## src/rtl/inner_loop_sched.sv

```systemverilog
// rtl/inner_loop_sched.sv - B-word sequencer for the inner-loop multiplier datapath (optional prefetch: INNER_SCHED_PREFETCH_EN)
module inner_loop_sched #(
    parameter int NUM_WORDS = 48,
    parameter int WORD_W    = 64,
    parameter int LAT       = 5,
    parameter int IDX_W     = 6
) (
    input  logic              clk,
    input  logic              rst_n,
    input  logic              start,
    input  logic              abort,
    output logic              b_rd_en,
    output logic [IDX_W-1:0]  b_addr,
    input  logic [WORD_W-1:0] b_rdata,
    output logic [WORD_W-1:0] bi,
    output logic              ilp_en,
    output logic              res_valid,
    output logic [IDX_W-1:0]  res_idx,
    input  logic              acc_ready,
    output logic              busy,
    output logic              done
);

    typedef enum logic [2:0] {
        S_IDLE,
        S_FETCH,
        S_LOAD,
        S_ISSUE,
        S_WAIT,
        S_EMIT,
        S_DONE
    } state_t;

    localparam int                CNT_W    = $clog2(LAT + 1);
    localparam logic [CNT_W-1:0]  CNT_INIT = CNT_W'(LAT - 1);
    localparam logic [IDX_W-1:0]  LAST_IDX = IDX_W'(NUM_WORDS - 1);

    state_t              state_q, state_d;
    logic [IDX_W-1:0]    idx_q, idx_d;
    logic [CNT_W-1:0]    cnt_q, cnt_d;
    logic [WORD_W-1:0]   bi_q, bi_d;
    logic                is_last;

`ifdef INNER_SCHED_PREFETCH_EN
    // Shadow copy of the next B word, read while the datapath is busy with the current one.
    logic [WORD_W-1:0]   bi_nxt_q, bi_nxt_d;
    logic                pf_pend_q, pf_pend_d;
`endif

    assign is_last = (idx_q == LAST_IDX);
    assign bi      = bi_q;
    assign busy    = (state_q != S_IDLE);

    // Next-state, datapath bookkeeping and Moore-decoded outputs.
    always_comb begin
        state_d   = state_q;
        idx_d     = idx_q;
        cnt_d     = cnt_q;
        bi_d      = bi_q;
        b_rd_en   = 1'b0;
        b_addr    = '0;
        ilp_en    = 1'b0;
        res_valid = 1'b0;
        res_idx   = '0;
        done      = 1'b0;
`ifdef INNER_SCHED_PREFETCH_EN
        bi_nxt_d  = bi_nxt_q;
        pf_pend_d = 1'b0;
        // Memory has one cycle of read latency; land the prefetched word in the shadow.
        if (pf_pend_q) begin
            bi_nxt_d = b_rdata;
        end
`endif

        case (state_q)
            S_IDLE: begin
                idx_d = '0;
                if (start && !abort) begin
                    state_d = S_FETCH;
                end
            end
            S_FETCH: begin
                b_rd_en = 1'b1;
                b_addr  = idx_q;
                state_d = S_LOAD;
            end
            S_LOAD: begin
                bi_d    = b_rdata;
                state_d = S_ISSUE;
            end
            S_ISSUE: begin
                ilp_en  = 1'b1;
                cnt_d   = CNT_INIT;
                state_d = S_WAIT;
            end
            S_WAIT: begin
`ifdef INNER_SCHED_PREFETCH_EN
                if (cnt_q == CNT_INIT && !is_last) begin
                    b_rd_en   = 1'b1;
                    b_addr    = idx_q + 1'b1;
                    pf_pend_d = 1'b1;
                end
`endif
                if (cnt_q == '0) begin
                    state_d = S_EMIT;
                end else begin
                    cnt_d = cnt_q - 1'b1;
                end
            end
            S_EMIT: begin
                res_valid = 1'b1;
                res_idx   = idx_q;
                if (acc_ready) begin
                    if (is_last) begin
                        state_d = S_DONE;
                    end else begin
                        idx_d = idx_q + 1'b1;
`ifdef INNER_SCHED_PREFETCH_EN
                        // With LAT=1 the prefetch data arrives in this very cycle.
                        bi_d    = pf_pend_q ? b_rdata : bi_nxt_q;
                        state_d = S_ISSUE;
`else
                        state_d = S_FETCH;
`endif
                    end
                end
            end
            S_DONE: begin
                done    = 1'b1;
                idx_d   = '0;
                state_d = S_IDLE;
            end
            default: begin
                state_d = S_IDLE;
            end
        endcase

        // Abort beats everything outside IDLE; bi keeps the last word the datapath saw.
        if (abort && state_q != S_IDLE) begin
            state_d = S_IDLE;
            idx_d   = '0;
            cnt_d   = '0;
            bi_d    = bi_q;
`ifdef INNER_SCHED_PREFETCH_EN
            bi_nxt_d  = '0;
            pf_pend_d = 1'b0;
`endif
        end
    end

    // State and data registers with synchronous active-low reset.
    always_ff @(posedge clk) begin
        if (!rst_n) begin
            state_q <= S_IDLE;
            idx_q   <= '0;
            cnt_q   <= '0;
            bi_q    <= '0;
        end else begin
            state_q <= state_d;
            idx_q   <= idx_d;
            cnt_q   <= cnt_d;
            bi_q    <= bi_d;
        end
    end

`ifdef INNER_SCHED_PREFETCH_EN
    // Prefetch shadow register and its in-flight flag.
    always_ff @(posedge clk) begin
        if (!rst_n) begin
            bi_nxt_q  <= '0;
            pf_pend_q <= 1'b0;
        end else begin
            bi_nxt_q  <= bi_nxt_d;
            pf_pend_q <= pf_pend_d;
        end
    end
`endif

endmodule
```

## config.mk

```make
export PLATFORM = sky130hd
export DESIGN_NAME = inner_loop_sched
export DESIGN_NICKNAME = d
export VERILOG_FILES = /design/src/rtl/inner_loop_sched.sv
export SDC_FILE = /design/constraint.sdc
export NUM_CORES = 1
export LEC_CHECK = 0
export CAP_MARGIN = 10
export CORE_ASPECT_RATIO = 0.8
export CORE_MARGIN = 2
export CORE_UTILIZATION = 41
export DETAILED_ROUTE_END_ITERATION = 10
export GPL_TIMING_DRIVEN = 0
export PLACE_DENSITY = 0.8
export SETUP_SLACK_MARGIN = 0.2
export SYNTH_ARGS = -nofsm -noshare
export SYNTH_HDL_FRONTEND = slang
export SYNTH_SLANG_ARGS = --single-unit
```

## constraint.sdc

```tcl
create_clock -name clk -period 1.9 [get_ports clk]
set_input_delay 0.38 -clock clk [delete_from_list [all_inputs] [get_ports clk]]
set_output_delay 0.38 -clock clk [all_outputs]
set_load 0.02 [all_outputs]
```

==> impl_results.md, run 1 <==
* Result of the run: finished, final reports clean
* Required time reported for the critical path endpoint at 1.52 ns
* RD Place Congestion at between 0.8 and 0.9
* Cells after Synth at 387
* Net count of the mapped netlist at roughly 460
* Category of cells accounting for the largest share of critical-path delay: buffers and inverters
* Core footprint at roughly 7400 µm²
* Final setup vio count at 0
* Worst setup timing slack at the placement stage at -0.447 ns
* Floorplan die height at 82.4 µm
* Switching power at slightly above 0.9 mW
* Post-synth EDFFs at 0
* Total number of clock tree sinks at 76
* IO Count at 150
* Worst IR drop on VDD at 0.514 mV
* Routed length per instance at around 14 µm
* Slack of the critical path at 0.0284 ns
* Comb power frac at 17.7%
* Vias per inst at 4.92
* Source-to-sink clock delay at the later pin of the worst-skew pair at approximately 0.34 ns
* Post-synth top flop: sky130_fd_sc_hd__dfxtp_1
* CTS tree: yes
* DRC viols at 0
* Clock Power Share at 34.9%
* FMAX at 534 MHz
* Max-Cap Viols at 0
* Clock skew after layout at 0.00836 ns
* Via count of the first global-routing pass at between 3,000 and 4,000
* Slew at the pin with the worst max-slew slack at 0.651 ns
* Type of destination of the critical path: output pin
* Floorplan row count at 28
* Relative contribution of sequential cells to total power at 47.4%
* Fraction of layout cells with a size suffix above 1 at 19.8%
* Syn-to-layout area delta at 75.5%
* Post-Synthesis Cell Area at 3150 µm²
* First-pass GRT wire length at 14.7 mm
* Internal power at 2.59 mW
* Data arrival time of the critical path at between 1 and 1.5 ns
* Area taken by flip-flops and latches at 1530 µm²
* Number of fill cells in the layout at 555
* Pin count of the biggest net entering global routing at 14
* HPWL Detailed at roughly 6.4 mm
* Proportion of register bits with asynchronous set or reset after synthesis at 0%
* Final-report max-slew violation count at 0
* Critical-path cell list: buf_8, nor3_4, buf_6, and2_4, buf_6
* Unrepaired setup endpoints after global routing: true
* Seq cells post-synth at 76
* Global-route congestion overflow total at 0
* CP Class: register to output pin
* Mapped Avg Cell Area at 8.15 µm²
* Hold Violations, Final at 0
* Drt first pass iters at 4
* CP Max Fanout at 6
* Antenna diode count at 0
* Synthesis Warnings at 0
* Combined buffer and inverter count along the critical path at 3
* Power per standard cell area at 632 nW/µm²
* # nets final at between 600 and 700
* Cell type of the slowest stage on the worst timing path: sky130_fd_sc_hd__dfxtp_4
* Iteration-0 DRC Markers at around 150
* Delay of the slowest cell on the worst path at 0.37 ns
* Total wire length at a little under 10 mm
* Vias after detailed routing at ~3,400
* Root buffer selected by CTS: sky130_fd_sc_hd__clkbuf_8
* # H-tree levels at 3
* Hold Crit Class: register to register
* Clock transition at path regs at 0.08 ns
* Multi-input logic area at roughly 1600 µm²
* Die ar. at 8410 µm²
* Antenna-violating nets left at 0
* Clock Tree Buf Depth at 2
* Post-layout minimum cycle time at between 1.5 and 2 ns
* WHS at 0.451 ns
* Final Cycle Share at between 90% and 100%
* Unique masters post-synth at 33
* Starting density of the core at 42.5%
* Worst Setup Start Kind: register
* Max-slew headroom at 56.3%
* PortBufs at 149
* Overall fraction of global-route tracks in use at 22.4%
* Num CTS Buffers at 9
* Part of the Yosys area used for sequential elements at 48.3%
* Leakage power at 2.89 nW
* Sw Share at 25.9%
* Antenna violations before repair at 0
* CP dominant cell by count: sky130_fd_sc_hd__buf_6
* Die Width at 102 µm
[state kept, by name (all words and copies together) (netlist names)]
register	cells
idx_q	6
cnt_q	3
state_q	3
bi	64
[final cells by class]
type | instances | share of cell area (%)
Clock buffer | 11 | 2.37
Clock inverter | 5 | 1.11
Multi-Input combinational cell | 279 | 29.2
Tap cell | 105 | 2.37
Sequential cell | 76 | 27.7
Timing Repair Buffer | 178 | 33.6
Inverter | 6 | 0.520
Buffer | 26 | 3.14
[synthesized netlist by cell type, types with 2 or more instances]
cell / instances / area (µm²)
sky130_fd_sc_hd__o21ai_1: 2 / 10.0
sky130_fd_sc_hd__buf_2: 2 / 10.0
sky130_fd_sc_hd__nand3b_1: 2 / 15.0
sky130_fd_sc_hd__or3_1: 5 / 31.3
sky130_fd_sc_hd__nor2b_1: 4 / 25.0
sky130_fd_sc_hd__and3b_1: 2 / 17.5
sky130_fd_sc_hd__o31ai_1: 3 / 22.5
sky130_fd_sc_hd__o21ai_0: 4 / 20.0
sky130_fd_sc_hd__a21oi_1: 10 / 50.1
sky130_fd_sc_hd__and3_1: 2 / 12.5
sky130_fd_sc_hd__or4_1: 3 / 22.5
sky130_fd_sc_hd__and2_1: 12 / 75.1
sky130_fd_sc_hd__nor2_1: 7 / 26.3
sky130_fd_sc_hd__nand2_1: 137 / 514
sky130_fd_sc_hd__ha_1: 3 / 37.5
sky130_fd_sc_hd__a21boi_1: 64 / 480
sky130_fd_sc_hd__nand2b_1: 2 / 12.5
sky130_fd_sc_hd__clkbuf_1: 23 / 86.3
sky130_fd_sc_hd__inv_1: 6 / 22.5
sky130_fd_sc_hd__nand3_1: 5 / 25.0
sky130_fd_sc_hd__mux2_2: 2 / 22.5
sky130_fd_sc_hd__dfxtp_1: 76 / 1520
[placed cells by master, fill, tap and decap left out, drive strengths merged]
cell type,n
nand3b,2
and4,1
a21oi,10
and2,12
o21ai,6
ha,3
a41oi,1
nand2,137
nand2b,2
clkinvlp,4
xor2,1
o31a,1
or4,3
and3b,2
nor2b,4
dfxtp,76
or3,5
inv,6
and3,2
a221oi,1
mux2,2
dlymetal6s2s,44
bufinv,1
nor2,7
buf,56
o311ai,1
dlygate4sd2,15
clkdlybuf4s50,73
a311o,1
clkbuf,27
nand3,5
nor3,2
a21boi,64
o31ai,3
o21bai,1
[kinds of logic (layout without fill, tap and decap cells)]
| kind of cell | after synthesis | count (layout) | share of synthesized area, % |
|---|---|---|---|
| mux | 2 | 2 | 0.714 |
| buf+inv | 32 | 226 | 4.01 |
| compound gates | 89 | 89 | 20.2 |
| simple gates | 184 | 184 | 25.4 |
| xor+xnor | 1 | 1 | 0.278 |
| flops | 76 | 76 | 48.3 |
| fa+ha+maj | 3 | 3 | 1.19 |
[final timing paths]
kind	slack, ns	to	start	cells after the start
max reg2reg	0.09	idx_q[3]$_SDFFE_PP0P_	state_q[0]$_SDFFE_PP0P_	8
min	0.45	bi[37]$_SDFFE_PN0P_	bi[37]$_SDFFE_PN0P_	2
max	0.03	b_addr[1]	state_q[1]$_SDFFE_PP0P_	5
min reg2reg	0.45	bi[37]$_SDFFE_PN0P_	bi[37]$_SDFFE_PN0P_	2
[routing by layer]
metal  vias up  GRT usage [%]  part of all wire [%]
li1       1655              -                     -
met1      1601           26.6                    44
met2       104           37.9                    49
met3        12           6.40                   6.3
met4         0           10.0                   1.3
met5         -              0                     0
[what timing repair did]
| item | in CTS | in global routing |
|---|---|---|
| setup endpoints to repair | 98 | 129 |
| hold buffers | 0 | 0 |
| pin swaps | 8 | 7 |
| buffers inserted | 21 | 8 |
| gates resized for setup | 152 | 101 |
[power groups by stage]
stage	Clock (mW)	Sequential (mW)	Combinational (mW)
final	1.22	1.66	0.620
after global routing	1.32	1.66	0.662
after CTS	1.25	1.66	0.572
after detailed placement	0	1.70	0.499
after global placement	0	1.69	0.492
after floorplan	0	1.74	0.178
[worst reg2reg max path, cell delays in order, from the launching register on]
cell,delay [ns]
sky130_fd_sc_hd__dfxtp_2,0.34
sky130_fd_sc_hd__buf_6,0.12
sky130_fd_sc_hd__and3b_1,0.16
sky130_fd_sc_hd__buf_6,0.14
sky130_fd_sc_hd__buf_4,0.14
sky130_fd_sc_hd__and3_4,0.14
sky130_fd_sc_hd__buf_6,0.12
sky130_fd_sc_hd__or4_4,0.47
sky130_fd_sc_hd__a21oi_2,0.12
[stage by stage]
stage	util [%]	setup TNS, ns	power (mW)	instance area (µm²)	cells
2_1_floorplan	-	0	1.92	3160	387
3_3_place_gp	64.5	-24.72	2.19	4790	641
3_5_place_dp	64.5	-26.81	2.20	4790	641
4_1_cts	70.6	0	3.48	5250	678
5_1_grt	74.5	0	3.65	5530	686
6_report	74.5	0	3.50	5530	686
Power figures use the tool's default switching activity.
==> inputs of run 2 (changes only) <==
--- a/config.mk
+++ b/config.mk
@@ -6,12 +6,15 @@
 export NUM_CORES = 1
 export LEC_CHECK = 0
 export CAP_MARGIN = 10
+export CELL_PAD_IN_SITES_DETAIL_PLACEMENT = 0
+export CELL_PAD_IN_SITES_GLOBAL_PLACEMENT = 1
 export CORE_ASPECT_RATIO = 0.8
 export CORE_MARGIN = 2
-export CORE_UTILIZATION = 41
+export CORE_UTILIZATION = 28
+export CTS_CLUSTER_SIZE = 30
 export DETAILED_ROUTE_END_ITERATION = 10
 export GPL_TIMING_DRIVEN = 0
-export PLACE_DENSITY = 0.8
+export PLACE_DENSITY_LB_ADDON = 0.1
 export SETUP_SLACK_MARGIN = 0.2
 export SYNTH_ARGS = -nofsm -noshare
 export SYNTH_HDL_FRONTEND = slang
==> run 2 against run 1 <==
  * Critical path depth is 1 higher
  * Register-to-register slack better by 0.07 ns
  * Total power is 12% higher
  * Combinational power is 0.8% higher
  * The flow now finishes with violations (negative setup slack)
==> impl_results.md, run 2 (synthesis gave the netlist of run 1 again) <==
* Data arrival time of the critical path at 1.55 ns (+0.06 ns)
* CP Max Fanout at 4 (-2)
* First-pass GRT wire length at 14.5 mm (-1.7%)
* Sw Share at 23.5% (-2.5 points)
* Routed length per instance at 13.5 µm (-6.3%)
* Clock skew after layout at 0.00667 ns (-0.00169 ns)
* Vias after detailed routing at 3,228 (-4.3%)
* Final-report max-slew violation count at 0 (unchanged)
* Syn-to-layout area delta at 78.9%
* Total number of clock tree sinks at 76 (unchanged)
* Power per standard cell area at 692 nW/µm² (+9.4%)
* Setup TNS Final at -0.0478 ns (-0.0478 ns)
* Relative contribution of sequential cells to total power at 42.5% (-4.9 points)
* # nets final at 647 (-0.15%)
* Hold Crit Class: register to register
* Violations in the final reports: negative setup slack
* Starting density of the core at 28.8% (-14 points)
* Root buffer selected by CTS: sky130_fd_sc_hd__clkbuf_16
* HPWL Detailed at 6.65 mm (+4.5%)
* DRC viols at 0 (unchanged)
* Leading cell types in the layout, fill and taps excluded: sky130_fd_sc_hd__nand2_1 (137), sky130_fd_sc_hd__clkdlybuf4s50_1 (109), sky130_fd_sc_hd__dfxtp_1 (71)
* Max-slew headroom at 69.4% (+13 points)
* Die ar. at 12,100 µm² (+44%)
* IO Count at 150 (unchanged)
* Final Cycle Share at 101% (+2.9 points)
* Number of fill cells in the layout at 1,043 (+88%)
* Met3 track demand over resource at 5.96% (-0.44 points)
* Hold Violations, Final at 0 (unchanged)
* GR Layer Usage met2 at 22.6% (-15 points)
* Clock Tree Buf Depth at 2 (unchanged)
* CTS tree: yes
* Met1 GRT Util at 20.6% (-6.0 points)
* Total wire length at 9.75 mm (-1.4%)
* Fraction of layout cells with a size suffix above 1 at 19.6% (-0.24 points)
* RD Place Congestion at 0.743 (-8.0%)
* Worst IR drop on VDD at 0.349 mV (-32%)
* Most common cell after layout, fill and taps aside: sky130_fd_sc_hd__nand2_1
* Internal power at 2.99 mW (+15%)
* Clock transition at path regs at 0.06 ns (-0.02 ns)
* Post-layout minimum cycle time at 1.93 ns (+0.0556 ns)
* Floorplan die height at 98.9 µm (+20%)
* Via count of the first global-routing pass at 2,915 (-9.0%)
* Flip-flop count of the largest register after layout at 64 (unchanged)
* Slack of the critical path at -0.0272 ns (-0.0556 ns)
* Floorplan row count at 34 (+21%)
* Comb power frac at 16.0% (-1.7 points)
* PortBufs at 149 (unchanged)
* Routing layer with the top usage in global route: met2
* Worst setup path endpoint: b_addr[5]
* Max-Cap Viols at 0 (unchanged)
* Iteration-0 DRC Markers at 119 (-18%)
* Num CTS Buffers at 9 (unchanged)
* Critical register-to-register path endpoint: idx_q[2]$_SDFFE_PP0P_
* Leakage power at 2.46 nW (-15%)
* Worst reg-to-reg path cell count at 8 (unchanged)
* Reg-to-reg slack, setup at 0.16 ns (+0.07 ns)
* Source-to-sink clock delay at the later pin of the worst-skew pair at 0.33 ns (about the same)
* # H-tree levels at 3 (unchanged)
* CP Class: register to output pin
* Reg-to-Reg Start: state_q[0]$_SDFFE_PP0P_
* FMAX at 519 MHz (-2.9%)
* Worst Setup Start Kind: register
* Die Width at 123 µm (+20%)
* Global-route congestion overflow total at 0 (unchanged)
* Core footprint at 10,900 µm² (+47%)
* Worst setup timing slack at the placement stage at -0.491 ns (-0.0440 ns)
* Required time reported for the critical path endpoint at 1.52 ns (about the same)
* Pin count of the biggest net entering global routing at 12 (-2)
* Type of destination of the critical path: output pin
* Clock Power Share at 41.4% (+6.5 points)
* Final setup vio count at 2 (+2)
* Slew at the pin with the worst max-slew slack at 0.460 ns (-0.191 ns)
* Result of the run: finished, violations left
* Antenna violations before repair at 0 (unchanged)
* Unrepaired setup endpoints after global routing: true
* Switching power at 0.915 mW (+0.90%)
* Antenna diode count at 0 (unchanged)
* Antenna-violating nets left at 0 (unchanged)
* Vias per inst at 4.47 (-9.0%)
* Drt first pass iters at 4 (unchanged)
* Overall fraction of global-route tracks in use at 15.4% (-6.9 points)
* Critical path launch point: state_q[1]$_SDFFE_PP0P_
[run 2: cell types whose count changed in the layout (fill, tap and decap cells not counted), moves of 4 or more]
cell                              delta
sky130_fd_sc_hd__clkbuf_16          +10
sky130_fd_sc_hd__dlygate4sd2_1      -15
sky130_fd_sc_hd__clkinvlp_4          -4
sky130_fd_sc_hd__clkdlybuf4s50_1    +36
sky130_fd_sc_hd__dlymetal6s2s_1     -21
sky130_fd_sc_hd__clkbuf_8           -10
[run 2: power by group through the flow]
| stage | logic (mW) | clock network [mW] | registers, mW |
|---|---|---|---|
| 2_1_floorplan | 0.178 | 0 | 1.74 |
| 3_3_place_gp | 0.504 | 0 | 1.70 |
| 3_5_place_dp | 0.506 | 0 | 1.70 |
| 4_1_cts | 0.573 | 1.67 | 1.66 |
| 5_1_grt | 0.672 | 1.73 | 1.66 |
| 6_report | 0.625 | 1.62 | 1.66 |
[run 2: cell type report]
| cell class | count | area (µm²) | area share [%] |
|---|---|---|---|
| inverters | 6 | 25.0 | 0.444 |
| plain buffers | 26 | 186 | 3.30 |
| clock inverters | 3 | 40.0 | 0.710 |
| repair buffers | 177 | 1800 | 31.8 |
| well taps | 144 | 180 | 3.19 |
| flip-flops and latches | 76 | 1540 | 27.3 |
| multi-input cells | 279 | 1640 | 29.1 |
| clock buffers | 11 | 233 | 4.13 |
[run 2: critical path: stages (launching register included)]
cell	delay [ns]
sky130_fd_sc_hd__dfxtp_4	0.36
sky130_fd_sc_hd__clkbuf_16	0.15
sky130_fd_sc_hd__nor3_4	0.26
sky130_fd_sc_hd__buf_6	0.15
sky130_fd_sc_hd__buf_6	0.08
sky130_fd_sc_hd__and2_4	0.13
sky130_fd_sc_hd__buf_6	0.10
[run 2: per-stage QoR]
step | std cells | power (mW) | hold WS, ns | area, µm² | utilization (%)
finish | 722 | 3.90 | 0.445 | 5640 | 51.6
floorplan | 387 | 1.92 | 0.453 | 3160 | -
detailed placement | 680 | 2.20 | 0.445 | 4840 | 44.2
global route | 722 | 4.07 | 0.468 | 5640 | 51.6
global placement | 680 | 2.20 | 0.440 | 4840 | 44.2
CTS | 709 | 3.90 | 0.453 | 5320 | 48.6
[run 2: how the worst min path moves through the flow]
stage,depth (start not counted),start,end,slack [ns]
2_1_floorplan,2,cnt_q[2]$_SDFFE_PP0P_,cnt_q[2]$_SDFFE_PP0P_,0.45
3_3_place_gp,2,bi[13]$_SDFFE_PN0P_,bi[13]$_SDFFE_PN0P_,0.44
3_5_place_dp,2,bi[54]$_SDFFE_PN0P_,bi[54]$_SDFFE_PN0P_,0.44
4_1_cts,2,bi[54]$_SDFFE_PN0P_,bi[54]$_SDFFE_PN0P_,0.45
5_1_grt,2,bi[42]$_SDFFE_PN0P_,bi[42]$_SDFFE_PN0P_,0.47
6_report,2,bi[9]$_SDFFE_PN0P_,bi[9]$_SDFFE_PN0P_,0.45
[run 2: repair_timing]
| action | in CTS | in global routing |
|---|---|---|
| resized for setup | 129 | 88 |
| cloned | 0 | 1 |
| endpoints found under the hold margin | 0 | 0 |
| pin swaps | 2 | 11 |
| endpoints found under the setup margin | 83 | 105 |
| buffers inserted | 15 | 12 |
| hold buffers | 0 | 0 |
[run 2: per-layer routing]
| metal | up-vias | routed length, µm |
|---|---|---|
| li1 | 1649 | - |
| met1 | 1473 | 4440 |
| met2 | 96 | 4400 |
| met3 | 10 | 777 |
| met4 | 0 | 127 |
| met5 | - | 0 |
==> RTL change 1: new RTL, settings of run 1 <==
Compare `idx_q` against `LAST_IDX` with >= in place of ==.
--- a/src/rtl/inner_loop_sched.sv
+++ b/src/rtl/inner_loop_sched.sv
@@ -47,7 +47,7 @@
     logic                pf_pend_q, pf_pend_d;
 `endif
 
-    assign is_last = (idx_q == LAST_IDX);
+    assign is_last = (idx_q >= LAST_IDX);
     assign bi      = bi_q;
     assign busy    = (state_q != S_IDLE);
 
Function: no difference found for any inputs over 10 cycles, from zero or initial values and one cycle with rst_n low; that may be too few to reach the edited logic, so the function may still have changed.
==> RTL change 1 against run 1 <==
Worst hold slack barely moved; sequential share of layout area grew 0.43 points; core utilization fell by 2.1 points; routed wire length decreased by 4.1%; combinational power decreased by 50%; sequential cell count unchanged; critical path type unchanged; count of clock-buffer cells in the layout unchanged; area after synthesis increased by 1.6%; largest cell class unchanged; cell area shrank 1.9%; setup slack improved by 0.093 ns; total power decreased by 15%; via count shrank 2.7%; clock skew up 0.0016 ns.
==> RTL change 1: results (changes against run 1) <==
- Average detailed-routed wire length per instance: 14.0 µm (was 14.4 µm)
- Cell family contributing the most delay on the critical path: buffers and inverters (unchanged)
- Global-route wire length before repair: 14600 µm (was 14700 µm)
- Sequential cell area fraction in the yosys report: 47.5% (was 48.3%)
- Slew @ Worst Pin: 0.391 ns (was 0.651 ns)
- Cell types with the largest area share after synthesis: dfxtp_1 (47%), nand2_1 (16%), a21boi_1 (15%) (was dfxtp_1 (48%), nand2_1 (16%), a21boi_1 (15%))
- Via count of the first global-routing pass: 3217 (was 3202)
- Post-Route WL: 9480 µm (was 9890 µm)
- Maximum fanout along the worst path: 7 (was 6)
- Layout cell share with drive strength beyond 1: 17.5% (was 19.8%)
- Last weighted congestion value of the routability-driven placer: 0.851 (was 0.807)
- DRT iter0 DRCs: 91 (was 146)
- Number of inserted filler cells in the final layout: 601 (was 555)
- Max rail drop VDD: 488 µV (was 514 µV)
- Worst slack after detailed placement: -0.302 ns (was -0.447 ns)
- Number of different library cells in the post-synthesis netlist: 38 (was 33)
- Detailed-placement wirelength estimate: 6440 µm (was 6360 µm)
- Leakage power: 2.92 nW (was 2.89 nW)
- Cell types with the highest counts after synthesis: nand2_1 (135), dfxtp_1 (76), a21boi_1 (64) (was nand2_1 (137), dfxtp_1 (76), a21boi_1 (64))
- Cell area after placement: 4830 µm² (was 4790 µm²)
- Worst EP arrival: 1.40 ns (was 1.49 ns)
- Setup Skew: 0.0100 ns (was 0.00836 ns)
- Cell type of the slowest stage on the worst timing path: dfxtp_2 (was dfxtp_4)
- Synthesized netlist net count: 459 (unchanged)
- H-tree lvl count: 3 (unchanged)
- Overall routing resource usage: 21.2% (was 22.4%)
- Critical path's largest stage delay: 0.34 ns (was 0.37 ns)
- Result of the run: complete, no violations (unchanged)
- Average vias per placed instance: 4.86 (was 4.92)
- TritonRoute pass-1 iters: 4 (unchanged)
RTL change 1: kinds of logic (layout without fill, tap and decap cells):
logic type                 after synthesis  in the layout  share of synthesized area, %
AOI/OAI and AO/OA                       91             91                          21.6
and+or+nand+nor                        181            181                          24.1
xor gates and xnor gates                 2              2                         0.547
DFF                                     76             76                          47.5
adders and majority gates                3              3                          1.17
buffers and inverters                   32            216                          4.41
muxes                                    2              2                         0.625
RTL change 1: final cells by class:
class,instances,area [µm²],share of cell area [%]
well taps,105,131,2.42
repair buffers,168,1760,32.4
inverters,6,27.5,0.507
multi-input cells,279,1650,30.4
flip-flops and latches,76,1530,28.1
clock inverters,5,36.3,0.669
clock buffers,11,131,2.42
plain buffers,26,166,3.07
RTL change 1: power by group:
group	leakage (nW)	total [mW]	switching (mW)	internal, mW
combinational	2.23	0.313	0.114	0.199
clock	0.0760	1.07	0.591	0.477
sequential	0.614	1.61	0.00540	1.60
RTL change 1: layer usage:
layer / vias to the layer above / part of all wire (%) / GRT usage [%]
met5: - / 0 / 0
met4: 0 / 1.8 / 6.46
met3: 18 / 8.1 / 8.33
met2: 112 / 47 / 33.9
met1: 1506 / 43 / 26.2
li1: 1646 / - / -
RTL change 1: path summary, 6_finish.rpt:
path | start | end | slack, ns | depth (start not counted)
max | state_q[1] | b_addr[0] | 0.12 | 6
min | bi[11] | bi[11] | 0.45 | 2
max reg2reg | state_q[0] | idx_q[5] | 0.13 | 7
min reg2reg | bi[11] | bi[11] | 0.45 | 2
RTL change 1: metrics by stage:
stage	hold slack, ns	util [%]	power, mW
global placement	0.439	64.4	1.93
global route	0.469	72.4	3.11
finish	0.451	72.4	2.99
CTS	0.452	69.0	3.01
floorplan	0.495	-	1.74
detailed placement	0.445	64.4	1.93
RTL change 1: worst register-to-register path: cells and delay by family (launching register included):
family | cells | cell delay (ns)
buffers and inverters | 3 | 0.43
DFF | 1 | 0.33
AOI/OAI and AO/OA | 4 | 0.93
RTL change 1: what timing repair did:
item                       CTS  global route
hold buffers                 0             0
resized for setup          137            82
pin swaps                    3             6
setup endpoints to repair   90           110
buffers inserted            14             5
==> RTL change 2: new RTL, flow settings as in run 1 <==
Without the edit above. Build with the macro `INNER_SCHED_PREFETCH_EN` defined.
--- a/src/rtl/inner_loop_sched.sv
+++ b/src/rtl/inner_loop_sched.sv
@@ -1,4 +1,6 @@
 // rtl/inner_loop_sched.sv - B-word sequencer for the inner-loop multiplier datapath (optional prefetch: INNER_SCHED_PREFETCH_EN)
+`define INNER_SCHED_PREFETCH_EN
+
 module inner_loop_sched #(
     parameter int NUM_WORDS = 48,
     parameter int WORD_W    = 64,
Function: changed (a bounded check fails within 10 cycles, from zero or initial values and one cycle with rst_n low).
==> RTL change 2 against run 1 <==
The run now ends with negative setup slack left; largest cell class is now multi-input combinational cells; sequential cell count increased by 65; routed wire length increased by 120%; critical path type unchanged; total power increased by 120%; area after synthesis increased by 100%; sequential share of layout area decreased by 1.8 points; highest routed layer unchanged; cell area increased by 98%; setup slack got worse by 0.55 ns.
==> RTL change 2: results (changes against run 1) <==
- Average vias per placed instance: 5.63 (was 4.92)
- Global Route met1 Usage: 34.1% (was 26.6%)
- Largest net degree at the start of global routing: 17 (was 14)
- Clock tree root driver cell: clkbuf_16 (was clkbuf_8)
- Inserted Clock Buffers: 17 (was 9)
- Critical path's largest stage delay: 0.40 ns (was 0.37 ns)
- Number of cells on the worst reg-to-reg path: 10 (was 8)
- Cell type of the slowest stage on the worst timing path: dfxtp_2 (was dfxtp_4)
- Final total negative setup slack: -7.82 ns (was 0 ns)
- DRT iter0 DRCs: 281 (was 146)
- Result of the run: finished, violations left (was complete, no violations)
- Leakage power: 4.30 nW (was 2.89 nW)
- RR Endpoint: bi[33] (was idx_q[3])
- Cell family contributing the most delay on the critical path: compound AO/OA/AOI/OAI gates (was buffers and inverters)
- Setup slack on the worst flop-to-flop path: -0.12 ns (was 0.09 ns)
- Layout cell share with drive strength beyond 1: 40.0% (was 19.8%)
- Share of the synthesized netlist area taken by xor and xnor gates: 0.679% (was 0.278%)
- Setup Skew: 0.0115 ns (was 0.00836 ns)
- Detailed-placement wirelength estimate: 12000 µm (was 6360 µm)
- Cell area after placement: 8320 µm² (was 4790 µm²)
- Violations in the final reports: negative setup slack
- Adder-Cell Fraction of Synth Area: 0.582% (was 1.19%)
- Number of inserted filler cells in the final layout: 1049 (was 555)
- Multiplexer share of the synthesized area: 10.6% (was 0.714%)
- Met3 wire length: 1250 µm (was 620 µm)
- Worst slack after detailed placement: -0.547 ns (was -0.447 ns)
- Count of final setup violators: 86 (was 0)
- Global-route track usage on met3: 4.92% (was 6.40%)
- Post-route worst setup slack: -0.522 ns (was 0.0284 ns)
- Met2 routed wirelength: 10700 µm (was 4830 µm)
- Global-route wire length before repair: 31100 µm (was 14700 µm)
- Compound-gate portion of the synthesized area: 23.2% (was 20.2%)
- Worst setup path startpoint: idx_q[1] (was state_q[1])
- Number of nets in the finished design: 944 (was 648)
- Via count of the first global-routing pass: 5656 (was 3202)
- Number of different library cells in the post-synthesis netlist: 48 (was 33)
- Worst setup path endpoint: b_addr[3] (was b_addr[1])
- Wire length on met1: 9820 µm (was 4310 µm)
- Worst EP arrival: 2.04 ns (was 1.49 ns)
- Sequential cell area fraction in the yosys report: 43.8% (was 48.3%)
- Last weighted congestion value of the routability-driven placer: 0.829 (was 0.807)
- Cell types with the highest counts after synthesis: dfxtp_1 (141), nor2_1 (77), nor2b_1 (67) (was nand2_1 (137), dfxtp_1 (76), a21boi_1 (64))
- Slew @ Worst Pin: 0.732 ns (was 0.651 ns)
- Clock transition time at the flip-flop clock pins of the worst setup and hold paths: 0.06 ns (was 0.08 ns)
- TritonRoute pass-1 iters: 5 (was 4)
- Clock insertion delay at the later pin of the skew report: 0.41 ns (was 0.34 ns)
[RTL change 2: cell types whose count changed after synthesis, sizes merged, moves of 29 or more]
| cell | run 1 | this run |
|---|---|---|
| a211o | 0 | 64 |
| a21boi | 64 | 0 |
| buf | 3 | 32 |
| dfxtp | 76 | 141 |
| mux2i | 0 | 66 |
| nand2 | 137 | 12 |
| nor2 | 7 | 78 |
| nor2b | 4 | 67 |
| o221a | 0 | 64 |
[RTL change 2: cell type report]
type / instances / area [µm²] / area share, %
plain buffers: 64 / 623 / 5.68
clock inverters: 11 / 193 / 1.76
well taps: 210 / 263 / 2.40
clock buffers: 18 / 439 / 4.01
flip-flops and latches: 141 / 2840 / 25.9
inverters: 6 / 22.5 / 0.205
repair buffers: 220 / 2540 / 23.2
multi-input cells: 422 / 4050 / 36.9
[RTL change 2: what timing repair did]
item / in CTS / in global routing
setup buffers: 37 / 11
pin swaps: 131 / 78
endpoints found under the setup margin: 156 / 155
cloned: 16 / 8
resized for setup: 270 / 208
[RTL change 2: cells by family (layout without fill, tap and decap cells)]
group | after synthesis | in the layout
compound gates | 157 | 157
mux | 68 | 68
simple gates | 188 | 189
buf+inv | 70 | 319
flops | 141 | 141
xor+xnor | 5 | 5
fa+ha+maj | 3 | 3
[RTL change 2: metrics by stage]
stage | hold WS [ns] | cells
finish | 0.502 | 1092
detailed placement | 0.486 | 991
CTS | 0.500 | 1073
global placement | 0.473 | 991
global route | 0.525 | 1092
floorplan | 0.462 | 632
[RTL change 2: worst reg2reg max path, delay by kind of cell, from the launching register on]
family,cells,cell delay (ns)
and+or+nand+nor,1,0.20
buffers and inverters,7,0.88
DFF,1,0.32
AOI/OAI and AO/OA,2,0.52
[RTL change 2: where the power goes]
part           switching (mW)  internal [mW]
registers              0.0319           3.00
clock network            1.27           2.34
logic                   0.494          0.521
